File: src/rtl/acc_multiblock_ctrl_if.sv
// Bus bundle for acc_multiblock_ctrl: MMIO listen port, arbiter read/write ports and the
// message-scheduler / compressor control lines. master = controller side, slave = environment.
interface acc_multiblock_ctrl_if #(
  parameter int unsigned LISTEN_ADDR_W = 16,
  parameter int unsigned LISTEN_DATA_W = 32,
  parameter int unsigned RD_ADDR_W     = 16,
  parameter int unsigned RD_DATA_W     = 512,
  parameter int unsigned WR_ADDR_W     = 16,
  parameter int unsigned WR_DATA_W     = 32
);
  logic                     mem_listen_en;
  logic [LISTEN_ADDR_W-1:0] mem_listen_addr;
  logic [LISTEN_DATA_W-1:0] mem_listen_data;
  logic                     mem_acc_read_en;
  logic [RD_ADDR_W-1:0]     mem_acc_read_addr;
  logic [RD_DATA_W-1:0]     mem_acc_read_data;
  logic                     mem_acc_read_data_valid;
  logic                     mem_acc_write_en;
  logic [WR_ADDR_W-1:0]     mem_acc_write_addr;
  logic [WR_DATA_W-1:0]     mem_acc_write_data;
  logic                     mem_acc_write_done;
  logic [511:0]             ms_block;
  logic                     ms_init;
  logic                     ms_enable;
  logic                     cm_init;
  logic                     cm_enable;
  logic                     cm_chain;
  logic [255:0]             cm_out;

  modport master (
    input  mem_listen_en, mem_listen_addr, mem_listen_data,
    input  mem_acc_read_data, mem_acc_read_data_valid, mem_acc_write_done, cm_out,
    output mem_acc_read_en, mem_acc_read_addr,
    output mem_acc_write_en, mem_acc_write_addr, mem_acc_write_data,
    output ms_block, ms_init, ms_enable, cm_init, cm_enable, cm_chain
  );

  modport slave (
    output mem_listen_en, mem_listen_addr, mem_listen_data,
    output mem_acc_read_data, mem_acc_read_data_valid, mem_acc_write_done, cm_out,
    input  mem_acc_read_en, mem_acc_read_addr,
    input  mem_acc_write_en, mem_acc_write_addr, mem_acc_write_data,
    input  ms_block, ms_init, ms_enable, cm_init, cm_enable, cm_chain
  );
endinterface

File: src/rtl/acc_multiblock_ctrl.sv
// Multi-block SHA-256 accelerator controller: MMIO start, N block fetches, chained compressions,
// digest write-back. Optional ACC_DOUBLE_HASH_EN adds a second pass hashing the first digest.
module acc_multiblock_ctrl #(
  parameter int unsigned LISTEN_ADDR_W  = 16,
  parameter int unsigned LISTEN_DATA_W  = 32,
  parameter int unsigned RD_ADDR_W      = 16,
  parameter int unsigned RD_DATA_W      = 512,
  parameter int unsigned WR_ADDR_W      = 16,
  parameter int unsigned WR_DATA_W      = 32,
  parameter int unsigned HCB_MSG_ADDR   = 32'h1008,
  parameter int unsigned BLOCK_STRIDE   = 32'h0040,
  parameter int unsigned ACB_START_ADDR = 32'h5000,
  parameter int unsigned ACB_H0_ADDR    = 32'h5008,
  parameter int unsigned WORD_STRIDE    = 32'h0004,
  parameter int unsigned MAX_BLOCKS     = 8,
  parameter int unsigned HASH_CYCLES    = 64
) (
  input logic                   clk,
  input logic                   rst,
  acc_multiblock_ctrl_if.master bus
);
  localparam int unsigned NUM_WORDS = 256 / WR_DATA_W;
  localparam int unsigned WORD_W    = (NUM_WORDS > 1) ? $clog2(NUM_WORDS) : 1;
  localparam int unsigned CNT_W     = (HASH_CYCLES > 1) ? $clog2(HASH_CYCLES) : 1;

  typedef enum logic [3:0] {
    StIdle, StBusy, StRead, StInit, StHash, StWrite, StDone, StErr
`ifdef ACC_DOUBLE_HASH_EN
    , StPad
`endif
  } state_e;

  state_e             state_q, state_d;
  logic [7:0]         blk_q, blk_d;
  logic [7:0]         n_q, n_d;
  logic [WORD_W-1:0]  word_q, word_d;
  logic [CNT_W-1:0]   cnt_q, cnt_d;
  logic [511:0]       block_q, block_d;
`ifdef ACC_DOUBLE_HASH_EN
  logic               second_q, second_d;
`endif

  logic       start;
  logic [7:0] start_n;
  logic       chain;

  assign start   = bus.mem_listen_en && (bus.mem_listen_addr == LISTEN_ADDR_W'(ACB_START_ADDR)) &&
                   bus.mem_listen_data[0];
  assign start_n = bus.mem_listen_data[15:8];
`ifdef ACC_DOUBLE_HASH_EN
  assign chain   = (blk_q != 8'd0) && !second_q;
`else
  assign chain   = (blk_q != 8'd0);
`endif

  always_ff @(posedge clk or posedge rst) begin
    if (rst) begin
      state_q  <= StIdle;
      blk_q    <= '0;
      n_q      <= '0;
      word_q   <= '0;
      cnt_q    <= '0;
      block_q  <= '0;
`ifdef ACC_DOUBLE_HASH_EN
      second_q <= 1'b0;
`endif
    end else begin
      state_q  <= state_d;
      blk_q    <= blk_d;
      n_q      <= n_d;
      word_q   <= word_d;
      cnt_q    <= cnt_d;
      block_q  <= block_d;
`ifdef ACC_DOUBLE_HASH_EN
      second_q <= second_d;
`endif
    end
  end

  always_comb begin
    state_d  = state_q;
    blk_d    = blk_q;
    n_d      = n_q;
    word_d   = word_q;
    cnt_d    = cnt_q;
    block_d  = block_q;
`ifdef ACC_DOUBLE_HASH_EN
    second_d = second_q;
`endif
    bus.mem_acc_read_en    = 1'b0;
    bus.mem_acc_read_addr  = '0;
    bus.mem_acc_write_en   = 1'b0;
    bus.mem_acc_write_addr = '0;
    bus.mem_acc_write_data = '0;
    bus.ms_block           = block_q;
    bus.ms_init            = 1'b0;
    bus.ms_enable          = 1'b0;
    bus.cm_init            = 1'b0;
    bus.cm_enable          = 1'b0;
    bus.cm_chain           = 1'b0;

    unique case (state_q)
      StIdle: begin
        if (start) begin
          n_d   = start_n;
          blk_d = '0;
`ifdef ACC_DOUBLE_HASH_EN
          second_d = 1'b0;
`endif
          if (start_n == 8'd0 || 32'(start_n) > MAX_BLOCKS) state_d = StErr;
          else                                               state_d = StBusy;
        end
      end
      StBusy: begin
        bus.mem_acc_write_en   = 1'b1;
        bus.mem_acc_write_addr = WR_ADDR_W'(ACB_START_ADDR);
        bus.mem_acc_write_data = WR_DATA_W'(32'h5);
        if (bus.mem_acc_write_done) state_d = StRead;
      end
      StRead: begin
        bus.mem_acc_read_en   = 1'b1;
        bus.mem_acc_read_addr = RD_ADDR_W'(HCB_MSG_ADDR + 32'(blk_q) * BLOCK_STRIDE);
        if (bus.mem_acc_read_data_valid) begin
          block_d = 512'(bus.mem_acc_read_data);
          state_d = StInit;
        end
      end
      StInit: begin
        bus.ms_init  = 1'b1;
        bus.cm_init  = 1'b1;
        bus.cm_chain = chain;
        cnt_d        = '0;
        state_d      = StHash;
      end
      StHash: begin
        bus.ms_enable = 1'b1;
        bus.cm_enable = 1'b1;
        if (cnt_q == CNT_W'(HASH_CYCLES - 1)) begin
          if ((9'(blk_q) + 9'd1) < 9'(n_q)) begin
            blk_d   = blk_q + 8'd1;
            state_d = StRead;
          end else begin
`ifdef ACC_DOUBLE_HASH_EN
            if (!second_q) begin
              state_d = StPad;
            end else begin
              word_d  = '0;
              state_d = StWrite;
            end
`else
            word_d  = '0;
            state_d = StWrite;
`endif
          end
        end else begin
          cnt_d = cnt_q + CNT_W'(1);
        end
      end
`ifdef ACC_DOUBLE_HASH_EN
      // Second pass: the 256-bit digest as a single padded message block.
      StPad: begin
        block_d  = {bus.cm_out, 1'b1, 191'b0, 64'd256};
        second_d = 1'b1;
        state_d  = StInit;
      end
`endif
      StWrite: begin
        bus.mem_acc_write_en   = 1'b1;
        bus.mem_acc_write_addr = WR_ADDR_W'(ACB_H0_ADDR + 32'(word_q) * WORD_STRIDE);
        bus.mem_acc_write_data = bus.cm_out[32'(word_q) * WR_DATA_W +: WR_DATA_W];
        if (bus.mem_acc_write_done) begin
          if (word_q == WORD_W'(NUM_WORDS - 1)) state_d = StDone;
          else                                  word_d  = word_q + WORD_W'(1);
        end
      end
      StDone: begin
        bus.mem_acc_write_en   = 1'b1;
        bus.mem_acc_write_addr = WR_ADDR_W'(ACB_START_ADDR);
        bus.mem_acc_write_data = WR_DATA_W'(32'h2);
        if (bus.mem_acc_write_done) state_d = StIdle;
      end
      StErr: begin
        bus.mem_acc_write_en   = 1'b1;
        bus.mem_acc_write_addr = WR_ADDR_W'(ACB_START_ADDR);
        bus.mem_acc_write_data = WR_DATA_W'(32'hA);
        if (bus.mem_acc_write_done) state_d = StIdle;
      end
      default: state_d = StIdle;
    endcase
  end
endmodule
File: src/flat_wrapper.sv
// flat-port wrapper written by rule: the top's interface ports become plain ports
module acc_multiblock_ctrl_flat 
#(
  parameter int unsigned LISTEN_ADDR_W  = 16,
  parameter int unsigned LISTEN_DATA_W  = 32,
  parameter int unsigned RD_ADDR_W      = 16,
  parameter int unsigned RD_DATA_W      = 512,
  parameter int unsigned WR_ADDR_W      = 16,
  parameter int unsigned WR_DATA_W      = 32,
  parameter int unsigned HCB_MSG_ADDR   = 32'h1008,
  parameter int unsigned BLOCK_STRIDE   = 32'h0040,
  parameter int unsigned ACB_START_ADDR = 32'h5000,
  parameter int unsigned ACB_H0_ADDR    = 32'h5008,
  parameter int unsigned WORD_STRIDE    = 32'h0004,
  parameter int unsigned MAX_BLOCKS     = 8,
  parameter int unsigned HASH_CYCLES    = 64
)
  (clk, rst, bus_mem_listen_en, bus_mem_listen_addr, bus_mem_listen_data, bus_mem_acc_read_data, bus_mem_acc_read_data_valid, bus_mem_acc_write_done, bus_cm_out, bus_mem_acc_read_en, bus_mem_acc_read_addr, bus_mem_acc_write_en, bus_mem_acc_write_addr, bus_mem_acc_write_data, bus_ms_block, bus_ms_init, bus_ms_enable, bus_cm_init, bus_cm_enable, bus_cm_chain);
  acc_multiblock_ctrl_if #(.LISTEN_ADDR_W(LISTEN_ADDR_W), .LISTEN_DATA_W(LISTEN_DATA_W), .RD_ADDR_W(RD_ADDR_W), .RD_DATA_W(RD_DATA_W), .WR_ADDR_W(WR_ADDR_W), .WR_DATA_W(WR_DATA_W)) bus_i ();
  input logic clk;
  input logic rst;
  input wire logic [$bits(bus_i.mem_listen_en)-1:0] bus_mem_listen_en;
  input wire logic [$bits(bus_i.mem_listen_addr)-1:0] bus_mem_listen_addr;
  input wire logic [$bits(bus_i.mem_listen_data)-1:0] bus_mem_listen_data;
  input wire logic [$bits(bus_i.mem_acc_read_data)-1:0] bus_mem_acc_read_data;
  input wire logic [$bits(bus_i.mem_acc_read_data_valid)-1:0] bus_mem_acc_read_data_valid;
  input wire logic [$bits(bus_i.mem_acc_write_done)-1:0] bus_mem_acc_write_done;
  input wire logic [$bits(bus_i.cm_out)-1:0] bus_cm_out;
  output wire logic [$bits(bus_i.mem_acc_read_en)-1:0] bus_mem_acc_read_en;
  output wire logic [$bits(bus_i.mem_acc_read_addr)-1:0] bus_mem_acc_read_addr;
  output wire logic [$bits(bus_i.mem_acc_write_en)-1:0] bus_mem_acc_write_en;
  output wire logic [$bits(bus_i.mem_acc_write_addr)-1:0] bus_mem_acc_write_addr;
  output wire logic [$bits(bus_i.mem_acc_write_data)-1:0] bus_mem_acc_write_data;
  output wire logic [$bits(bus_i.ms_block)-1:0] bus_ms_block;
  output wire logic [$bits(bus_i.ms_init)-1:0] bus_ms_init;
  output wire logic [$bits(bus_i.ms_enable)-1:0] bus_ms_enable;
  output wire logic [$bits(bus_i.cm_init)-1:0] bus_cm_init;
  output wire logic [$bits(bus_i.cm_enable)-1:0] bus_cm_enable;
  output wire logic [$bits(bus_i.cm_chain)-1:0] bus_cm_chain;
  assign bus_i.mem_listen_en = bus_mem_listen_en;
  assign bus_i.mem_listen_addr = bus_mem_listen_addr;
  assign bus_i.mem_listen_data = bus_mem_listen_data;
  assign bus_i.mem_acc_read_data = bus_mem_acc_read_data;
  assign bus_i.mem_acc_read_data_valid = bus_mem_acc_read_data_valid;
  assign bus_i.mem_acc_write_done = bus_mem_acc_write_done;
  assign bus_i.cm_out = bus_cm_out;
  assign bus_mem_acc_read_en = bus_i.mem_acc_read_en;
  assign bus_mem_acc_read_addr = bus_i.mem_acc_read_addr;
  assign bus_mem_acc_write_en = bus_i.mem_acc_write_en;
  assign bus_mem_acc_write_addr = bus_i.mem_acc_write_addr;
  assign bus_mem_acc_write_data = bus_i.mem_acc_write_data;
  assign bus_ms_block = bus_i.ms_block;
  assign bus_ms_init = bus_i.ms_init;
  assign bus_ms_enable = bus_i.ms_enable;
  assign bus_cm_init = bus_i.cm_init;
  assign bus_cm_enable = bus_i.cm_enable;
  assign bus_cm_chain = bus_i.cm_chain;
  acc_multiblock_ctrl #(.LISTEN_ADDR_W(LISTEN_ADDR_W), .LISTEN_DATA_W(LISTEN_DATA_W), .RD_ADDR_W(RD_ADDR_W), .RD_DATA_W(RD_DATA_W), .WR_ADDR_W(WR_ADDR_W), .WR_DATA_W(WR_DATA_W), .HCB_MSG_ADDR(HCB_MSG_ADDR), .BLOCK_STRIDE(BLOCK_STRIDE), .ACB_START_ADDR(ACB_START_ADDR), .ACB_H0_ADDR(ACB_H0_ADDR), .WORD_STRIDE(WORD_STRIDE), .MAX_BLOCKS(MAX_BLOCKS), .HASH_CYCLES(HASH_CYCLES)) u_core (.clk(clk), .rst(rst), .bus(bus_i));
endmodule
File: config.mk
export PLATFORM = sky130hd
export DESIGN_NAME = acc_multiblock_ctrl_flat
export DESIGN_NICKNAME = d
export VERILOG_FILES = /design/src/rtl/acc_multiblock_ctrl_if.sv /design/src/rtl/acc_multiblock_ctrl.sv /design/src/flat_wrapper.sv
export SDC_FILE = /design/constraint.sdc
export NUM_CORES = 1
export LEC_CHECK = 0
export CAP_MARGIN = 20
export CORE_AREA = 10 10 541 543
export DETAILED_ROUTE_END_ITERATION = 12
export DIE_AREA = 0 0 551 553
export PLACE_DENSITY = 0.32
export SLEW_MARGIN = 40
export SYNTH_ARGS = -nofsm -noshare
export SYNTH_HDL_FRONTEND = slang
export SYNTH_SLANG_ARGS = --single-unit
File: constraint.sdc
create_clock -name clk -period 39.5 [get_ports clk]
set_input_delay 7.9 -clock clk [delete_from_list [all_inputs] [get_ports clk]]
set_output_delay 7.9 -clock clk [all_outputs]
set_load 0.03 [all_outputs]
Word level (Yosys, flattened, before mapping)
Index checks and enable logic that the tools add are counted.
Storage, ports and cells
  output and inout port bits: 583
  logic and storage cells: 83
  input bits: 821
  flip-flop bits (word level): 541
Cells by class
  $lt $le $gt $ge: 2
  add/sub/neg operators: 6
  equality and inequality tests: 21
  reductions and logical operators: 18
  shift-type cells: 1
  mux-type cells: 29
Operators with widths (number)
  $shiftx 256x9->32: 1
  $pmux 32 s4: 1
  $pmux 16 s2: 1
  $mux 4: 7
  $pmux 4 s7: 1
  $mux 8: 3
  $mux 3: 6
  $add 15x5->16 const A: 1
  $eq 16x15->1 const B: 1
  $eq 4x3->1 const B: 4
  $mux 16: 1
  $pmux 8 s2: 1
  $add 13x14->15 const A: 1
  $ne 2x2->1 const B: 6
  $pmux 6 s2: 1
  $ne 2x1->1 const B: 5
  $add 8x1->9 const B: 1
  $lt 9x8->1: 1
  $add 8x1->8 const B: 1
  $eq 4x2->1 const B: 2
  $gt 8x4->1 const B: 1
  $logic_not 8->1: 1
  $reduce_bool 8->1: 1
  $reduce_and 7->1: 1
  other kinds (18): 27

Logic depth before layout (Yosys ltp)
  depth after elaboration: 5
  mapped depth: 11
  gate-level depth less buffers: 10

Worst setup path after synthesis
Ideal clock, no wire load.
  kind: input to output
  start: in bus_cm_out[162]
  end: out bus_mem_acc_write_data[2]
  buffers on the path: 0
  slack: 22856 ps
  data required time: 31600 ps
  stages on the path: 3
  arrival time: 8744 ps
  cell sequence: mux4_2 > nand2_1 > a31oi_1
Between the ends
  longest elaborated chain between the ends: 2
RTL lines
  start, declared: RTL line flat_wrapper.sv:28  | input wire logic [$bits(bus_i.cm_out)-1:0] bus_cm_out;
  $shiftx 256x9->32: RTL line acc_multiblock_ctrl.sv:170  | bus.mem_acc_write_data = bus.cm_out[32'(word_q) * WR_DATA_W +: WR_DATA_W];
  $pmux 32 s4: RTL line acc_multiblock_ctrl.sv:102  | unique case (state_q)
  end, declared: RTL line flat_wrapper.sv:33  | output wire logic [$bits(bus_i.mem_acc_write_data)-1:0] bus_mem_acc_write_data;
Every way passes these cells.

Worst setup path in the final report
  start: in bus_cm_out[228]
  end: out bus_mem_acc_write_data[4]
Same word-level chain as after synthesis.

==> impl_results.md <==
- Clock sink count: 540
- Number of global-route vias before repair: 20.84k
- First-pass GRT wire length: 209300 um
- Syn Area/Cell: 15.52 um^2
- Synthesis-stage register bit count: 540
- Hold Path Origin: u_core.bus.ms_block[295]$_DFFE_PP0P_
- Reg clk slew, reported paths: 0.05 ns
- Post-synth top area share: 0.5811
- CP dominant cell by count: clkdlybuf4s50_1
- Root Buffer: clkbuf_16
- Final TNS setup: 0 ns
- Final WS setup: 21.25 ns
- Clock latency on the worst-skew pair: 0.69 ns
- Final min period: 18.25 ns
- Clock skew: 0.04897 ns
- Ys async rst share: 1.000
- Final Instance Count excl. Fillers: 6690
- Count leader, synth: dfrtp_1
- Syn Inst Count: 1498
- Top cells by area, synth: dfrtp_1 58%, mux2_2 25%, mux4_2 6.2%, buf_6 2.6%, nand2_1 1.4%
- Worst Path Max Fanout: 1
- Req. time, crit path: 31.60 ns
- Slew HR: 0.4278
- Top Ports: 1404
- Die Height: 553 um
- Register area share after synthesis: 0.5811
- Synth cell types: 50
- Gr usage total: 0.1011
- Synth top cells by count: 540 x dfrtp_1, 514 x mux2_2, 84 x nand2_1, 64 x mux4_2, 53 x buf_6
- DRT Wirelength: 162600 um
- Maximum root-to-sink buffer count: 3
- Core area: 281600 um^2
- Worst Setup SP: bus_cm_out[228]
- H-tree depth: 3
- Max VDD drop: 0.00003927 V
- Setup violators final: 0
- Final Cell Area: 43770 um^2
- Leakage: 16.40 nW
- Row count: 195
- Starting Density: 0.08259
- Post-synth top area cell: dfrtp_1
- DIE AREA: 304700 um^2
- Max Slew Vio Count: 0
- Crit path kind: input pin to primary output
- DRT Pass-1 Iters: 4
- Worst hold slack: 0.5021 ns
- Layout Nets: 3706
- M1 wire length: 56250 um
- Vias/cell: 2.812
- Via count: 18.81k
- Critical-path top delay cell: clkdlybuf4s50_1
- Arrival time at the worst endpoint: 10.35 ns
- Met3 routed WL: 17760 um
- GRT overflow: 0
- FMAX: 54.81 MHz
- Uppermost routed layer: met5
- Max-cap violations: 0
- Antenna viol nets, final: 0
- Power Total: 3.746 mW
- CTS buffer count: 80
- Worst slack, placed: 21.17 ns
- Fin crit share: 0.4619
- DRC errors left: 0
- Die Width: 551 um
- DR iter-0 viols: 662
- HP Class: flip-flop to flip-flop
- Layout cell share with drive strength beyond 1: 0.2579
- Crit path cell chain: clkdlybuf4s50_1 -> mux4_2 -> nand2_1 -> a21oi_1 -> clkdlybuf4s50_1
- Top cell family by delay on the critical path: buffers and inverters
- WP buf/inv: 2
- Final Core Density: 0.1555
- Post-CTS sizing: 0
- DP Area: 40950 um^2
- Final Hold Violating Endpoints: 0
- Main synth FF type: dfrtp_1
- Fillers: 31.24k
- Cell Pwr Density: 85.58 nW/um^2
- Critical Path End Type: primary output
- Placer Congestion: 0.8490
- RR Startpoint: u_core.state_q[2]$_DFFE_PP0P_
- Antenna violations before repair: 66
- CTS tree: done
- CP max stage delay: 0.94 ns
- EDFF count, synth: 0
- Placed cells: 6531
- Worst Tran Pin Value: 0.8584 ns
- Routed len/inst: 24.30 um
- Post-CTS setup buffer count: 0
- DP Wirelength: 137200 um
- Yosys Warn Count: 0
- I/O Buffers: 1364
- Area Overhead vs Synth: 88.22%
- Mapped Area: 23250 um^2
- RSZ-0062 raised after global routing: no
- Largest net degree at the start of global routing: 133
- Hold buffers post-CTS: 0
- Wire length on met2: 84190 um
- Setup crit start kind: input pin
- Status: finished clean
[logic make-up (layout without fill, tap and decap cells)]
family,after synthesis,after routing,synth area share
mux,581,581,0.3122
flops,540,540,0.5811
simple gates,148,148,0.03072
buf+inv,128,1546,0.04224
compound gates,76,76,0.02211
fa+ha+maj,15,15,0.008071
xor+xnor,9,9,0.003390
other cells,1,32,0.0001613
[report_power, final]
| group | switching, mW | internal, mW | total, mW |
|---|---|---|---|
| combinational | 1.12 | 0.862 | 1.98 |
| sequential | 0.172 | 0.829 | 1.00 |
| clock | 0.313 | 0.450 | 0.763 |
| total | 1.60 | 2.14 | 3.75 |
[routing by layer]
metal	global-route usage	vias up
met5	0	-
li1	-	8161
met4	0.02267	32
met2	0.1903	1035
met3	0.04697	210
met1	0.1000	9373
[placed cells by master, fill, tap and decap left out, types with 5 or more instances in the layout]
| cell | instances |
|---|---|
| nand3_1 | 8 |
| xnor2_1 | 6 |
| buf_4 | 9 |
| and3_1 | 16 |
| dfrtp_1 | 538 |
| clkbuf_8 | 17 |
| clkdlybuf4s50_1 | 1355 |
| inv_1 | 18 |
| clkbuf_1 | 16 |
| a21oi_1 | 29 |
| nand2_1 | 83 |
| bufinv_16 | 6 |
| diode_2 | 16 |
| buf_6 | 7 |
| clkinv_16 | 5 |
| a31oi_1 | 6 |
| clkinv_2 | 10 |
| buf_2 | 9 |
| a22o_1 | 6 |
| o21ai_0 | 14 |
| nor2_1 | 11 |
| clkbuf_16 | 80 |
| ha_1 | 15 |
| mux4_2 | 64 |
| mux2_2 | 514 |
| conb_1 | 16 |
[cell type report]
type	count	area, um^2	share of cell area
repair buffers	1384	13840	0.3163
clock buffers	113	2296	0.05246
diodes	16	40.04	0.0009148
well taps	3743	4683	0.1070
clock inverters	30	476.7	0.01089
inverters	19	78.83	0.001801
multi-input cells	845	8833	0.2018
flip-flops and latches	540	13520	0.3089
[worst reg2reg max path: cells and delay by family (launching register included)]
kind                   cells  cell delay (ns)
buffers and inverters      3             2.10
DFF                        1             0.57
muxes                      1             0.63
and+or+nand+nor            2             1.25
[worst paths after layout]
kind | to | slack (ns) | cells past startpoint
min in group asynchronous | u_core.bus.ms_block[365]$_DFFE_PP0P_ | 7.67 | 2
min | u_core.bus.ms_block[295]$_DFFE_PP0P_ | 0.50 | 1
max reg2reg | u_core.bus.ms_block[328]$_DFFE_PP0P_ | 34.80 | 6
min reg2reg | u_core.bus.ms_block[295]$_DFFE_PP0P_ | 0.50 | 1
max in group asynchronous | u_core.bus.ms_block[286]$_DFFE_PP0P_ | 28.96 | 6
max | bus_mem_acc_write_data[4] | 21.25 | 5
[state kept, by name (all words and copies together), names as in the netlist]
name and cells:
u_core.n_q 8, u_core.blk_q 8, u_core.cnt_q 6, u_core.bus.ms_block 512
u_core.word_q 3, u_core.state_q 3
(Power assumes the default switching activity.)
